===== config.mk =====
export PLATFORM = sky130hd
export DESIGN_NAME = ddp_hdr_framer
export DESIGN_NICKNAME = d
export VERILOG_FILES = /design/src/rtl/ddp_hdr_framer.sv
export SDC_FILE = /design/constraint.sdc
export NUM_CORES = 1
export LEC_CHECK = 0
export BUFFER_PORTS_ARGS = -buffer_cell sky130_fd_sc_hd__buf_2
export CAP_MARGIN = 20
export CELL_PAD_IN_SITES_DETAIL_PLACEMENT = 1
export CELL_PAD_IN_SITES_GLOBAL_PLACEMENT = 1
export CORE_MARGIN = 8
export CORE_UTILIZATION = 54
export DETAILED_ROUTE_END_ITERATION = 10
export PLACE_DENSITY_LB_ADDON = 0.12
export SLEW_MARGIN = 0
export SYNTH_ARGS = -nofsm -noshare
export SYNTH_HDL_FRONTEND = slang
export SYNTH_SLANG_ARGS = --single-unit

===== constraint.sdc =====
create_clock -name clock -period 4.9 [get_ports clock]
set_input_delay 0.245 -clock clock [delete_from_list [all_inputs] [get_ports clock]]
set_output_delay 0.245 -clock clock [all_outputs]
set_load 0.1 [all_outputs]

===== src/rtl/ddp_hdr_framer.sv =====
// DDP header framer: queues RDMAP headers in a small FIFO and emits each as a
// two-beat DDP frame (HEAD then TAIL) under a valid/ready handshake.
module ddp_hdr_framer #(
    parameter int unsigned DEPTH = 4
) (
    input  logic        clock,
    input  logic        reset,
    input  logic [47:0] rdmap2DdpHeader,
    input  logic [7:0]  rdmap2DdpCtrl,
    input  logic        rdmap2DdpHdrValid,
    output logic [31:0] ddpData,
    output logic        ddpValid,
    output logic        ddpSop,
    output logic        ddpEop,
    input  logic        ddpReady,
    input  logic        clearOvf,
    output logic        hdrOverflow,
    output logic [7:0]  dropCount,
    output logic [7:0]  msn
);

    localparam int unsigned AW = (DEPTH > 1) ? $clog2(DEPTH) : 1;
    localparam int unsigned CW = $clog2(DEPTH + 1);
    localparam logic [CW-1:0] FULL_CNT = CW'(DEPTH);

    typedef enum logic [1:0] {IDLE, HEAD, TAIL} state_t;

    state_t        state, stateNext;
    logic [55:0]   fifoMem [DEPTH];
    logic [AW-1:0] wrPtr, rdPtr;
    logic [CW-1:0] count;
    logic [55:0]   headEntry;
    logic          full, pop, push, drop;

    assign headEntry = fifoMem[rdPtr];
    assign full      = (count == FULL_CNT);
    // A pop in the same cycle frees a slot, so a push into a full FIFO is accepted.
    assign push      = rdmap2DdpHdrValid && (!full || pop);
    assign drop      = rdmap2DdpHdrValid && full && !pop;

    always_comb begin
        stateNext = state;
        ddpValid  = 1'b0;
        ddpSop    = 1'b0;
        ddpEop    = 1'b0;
        ddpData   = '0;
        pop       = 1'b0;
        case (state)
            IDLE: begin
                if (count != '0) stateNext = HEAD;
            end
            HEAD: begin
                ddpValid = 1'b1;
                ddpSop   = 1'b1;
                ddpData  = {headEntry[55:48], msn, headEntry[47:32]};
                if (ddpReady) stateNext = TAIL;
            end
            TAIL: begin
                ddpValid = 1'b1;
                ddpEop   = 1'b1;
                ddpData  = headEntry[31:0];
                if (ddpReady) begin
                    pop       = 1'b1;
                    stateNext = (count > CW'(1)) ? HEAD : IDLE;
                end
            end
            default: stateNext = IDLE;
        endcase
    end

    always_ff @(posedge clock) begin
        if (push) fifoMem[wrPtr] <= {rdmap2DdpCtrl, rdmap2DdpHeader};
    end

    always_ff @(posedge clock or negedge reset) begin
        if (!reset) begin
            state       <= IDLE;
            wrPtr       <= '0;
            rdPtr       <= '0;
            count       <= '0;
            msn         <= '0;
            hdrOverflow <= 1'b0;
            dropCount   <= '0;
        end else begin
            state <= stateNext;
            if (push) wrPtr <= wrPtr + AW'(1);
            if (pop) begin
                rdPtr <= rdPtr + AW'(1);
                msn   <= msn + 8'd1;
            end
            case ({push, pop})
                2'b10:   count <= count + CW'(1);
                2'b01:   count <= count - CW'(1);
                default: count <= count;
            endcase
            // A drop coinciding with clearOvf restarts the count at one.
            if (drop) begin
                hdrOverflow <= 1'b1;
                if (clearOvf)                dropCount <= 8'd1;
                else if (dropCount != 8'hFF) dropCount <= dropCount + 8'd1;
            end else if (clearOvf) begin
                hdrOverflow <= 1'b0;
                dropCount   <= '0;
            end
        end
    end

endmodule


==> impl_metrics.csv <==
group,metric,value,unit
outcome,status,"completed",
power,ir_drop,0.000448,V
floorplan,pin_count,113,
cts,cts.sinks,250,
drt,initialDrtViolationCount,305,
timing,slew_headroom,31.4,%
timing,hold_violations,0,
setup_path,crit_path_start_kind,"flop",
global_route,grt-ovfl-total,0,
drt,vias,5487,
timing,worst_slack,1.47,ns
global_route,track_usage,19.9,%
logic_synthesis,ys_types,45,
layout,syn2layout_area_growth,22.0,%
logic_synthesis,avgSynthCellArea,19.9,um^2
global_route,grt_max_degree,48,
layout,finalNetCount,765,
floorplan,core_area,0.0185,mm^2
logic_synthesis,synth_seq_cells,250,
global_route,grt_pass1_wl,36100,um
run,maxCapViolations,0,
timing,fin_crit_sh,70.1,%
timing,tns,0,ns
setup_path,cp_max_fo,47,
drt,wl_per_cell,24.5,um
drt,via_per_inst,5.81,
place,dp_hpwl,13300,um
cts,cts_setup_buffers,0,
global_route,grt_pass1_vias,6166,
place,gp_congestion,0.744,
floorplan,initial_core_util,54.6,%
logic_synthesis,synth_edf_count,224,
timing,max_freq,291,MHz
drt,drt-total-wl,23200,um
drt,firstDrtPassIters,4,
layout,diodes,0,
timing,tightest_slew,1.03,ns
timing,period_minus_slack,3.43,ns
place,post-place-ws,1.82,ns
timing,skew,0.0107,ns
drt,drtAntennaViolNets,0,
setup_path,required,4.66,ns
layout,final_common_cell,"edfxtp_1",
logic_synthesis,syn_area,0.0101,mm^2
power,power_density,676,mW/mm^2
logic_synthesis,syn_inst,508,
logic_synthesis,yosysWarningCount,0,
logic_synthesis,syn_nets,583,
setup_path,end_kind,"output pin",
cts,cts_tree,"yes",
setup_path,crit_arrival,3.19,ns
cts,clkLatencyLatePin,0.53,ns
timing,setup-violations-final,0,
power,p_leak,4.42,nW
place,port-buffer-count,112,
floorplan,dieArea,0.0233,mm^2
setup_path,crit_type,"reg -> out",
global_route,antenna_found_initial,0,
floorplan,die_y,153,um
floorplan,rows,50,
layout,layout_common_cells,"edfxtp_1 (224), buf_2 (112), dlygate4sd3_1 (57), mux4_2 (56), nor2b_1 (34)",
floorplan,chipWidth,153,um
timing,slew_viol_final,0,
logic_synthesis,ys_seq_area_share,73.0,%
cts,htreeDepth,1,
logic_synthesis,synthArstFlopShare,10.4,%
drt,drc,0,
min_path,hp-class,"in -> reg",
cts,cts.path.max_buffers,3,
logic_synthesis,synth-main-ff-cell,"edfxtp_1",
cts,cts-root-buf,"clkbuf_16",
layout,drive_gt1_share,34.6,%
cts,cts_inserted_buffers,27,
cts,clk_pin_slew,0.06,ns
timing,rsz0062_at_grt,"false",
## per-layer routing
metal / vias up / global-route usage (%) / routed length [um]
li1: 2421 / - / -
met4: 0 / 4.52 / 400
met5: - / 0 / 0
met1: 2868 / 24.3 / 9460
met3: 32 / 3.80 / 1180
met2: 166 / 35.9 / 12100
## what timing repair did
action                    4_1_cts  5_1_grt
hold buffers                   57        0
hold endpoints to repair      250        0
gates resized for setup         0        0
## synth_stat cells (all sizes together), types with 3 or more instances
master,instances,area share [%]
ha,14,1.7
nand4,4,0.31
a22oi,33,2.9
nand2,12,0.47
nor2,6,0.22
mux4,56,12
mux2,4,0.45
a21oi,6,0.30
and3,3,0.19
inv,12,0.45
nor2b,34,2.1
edfxtp,224,67
buf,17,1.4
and2,5,0.31
o21ai,4,0.20
clkbuf,10,0.37
dfrtp,26,6.4
nand3,5,0.25
xnor2,10,0.87
a211oi,3,0.22
## where the power goes
| group | internal (W) | switching [W] |
|---|---|---|
| combinational | 0.000998 | 0.00224 |
| sequential | 0.00280 | 0.000289 |
| clock | 0.00118 | 0.000812 |
## critical path, stage by stage, from the launching register on
cell,delay (ns)
dfrtp_4,1.06
buf_4,0.41
mux4_2,0.54
a22oi_1,0.23
nor2b_1,0.09
buf_2,0.30
## layout make-up
cell class | count | area, um^2
Clock buffer | 34 | 712
Fill cell | 1592 | 6190
Tap cell | 234 | 293
Timing Repair Buffer | 180 | 1230
Sequential cell | 250 | 7380
Clock inverter | 16 | 155
Multi-Input combinational cell | 219 | 2510
Inverter | 12 | 45.0
## final timing paths
kind / slack [ns] / from / cells after the start / end
worst min register to register: 0.51 / msn[7] / 1 / msn[7]
max in group asynchronous: 4.12 / reset / 2 / rdPtr[0]
worst min-delay path: 0.05 / clearOvf / 2 / dropCount[1]
min in group asynchronous: 0.30 / reset / 2 / msn[2]
worst max register to register: 1.81 / state[0] / 6 / fifoMem[2][6]
worst max-delay path: 1.47 / rdPtr[0] / 5 / ddpData[9]
## cells by family (layout without fill, tap and decap cells)
| group | count (synthesis) | after routing | synth area share, % |
|---|---|---|---|
| AO/OA/AOI/OAI | 57 | 57 | 4.64 |
| buffers and inverters | 39 | 242 | 2.22 |
| flip-flops | 250 | 250 | 73.0 |
| adder cells (fa/ha/maj) | 14 | 14 | 1.73 |
| multiplexers | 60 | 60 | 12.9 |
| XOR/XNOR | 11 | 11 | 0.954 |
| AND/OR/NAND/NOR | 77 | 77 | 4.50 |
## through the flow
step | utilization (%) | hold slack, ns | instance area [um^2] | power [W] | std cells
2_1_floorplan | - | -0.0506 | 10100 | 0.00567 | 508
3_3_place_gp | 58.7 | 0.297 | 10900 | 0.00623 | 837
3_5_place_dp | 58.7 | 0.308 | 10900 | 0.00632 | 837
4_1_cts | 66.4 | 0.0363 | 12300 | 0.00837 | 944
5_1_grt | 66.6 | 0.0736 | 12300 | 0.00863 | 945
6_report | 66.6 | 0.0522 | 12300 | 0.00833 | 945
## flip-flops by register name (all words and copies together), names as in the netlist
| register | flops |
|---|---|
| state | 2 |
| rdPtr | 2 |
| wrPtr | 2 |
| hdrOverflow | 1 |
| dropCount | 8 |
| count | 3 |
| msn | 8 |
| fifoMem | 224 |
Note: power is estimated with default switching activity, not from simulation.
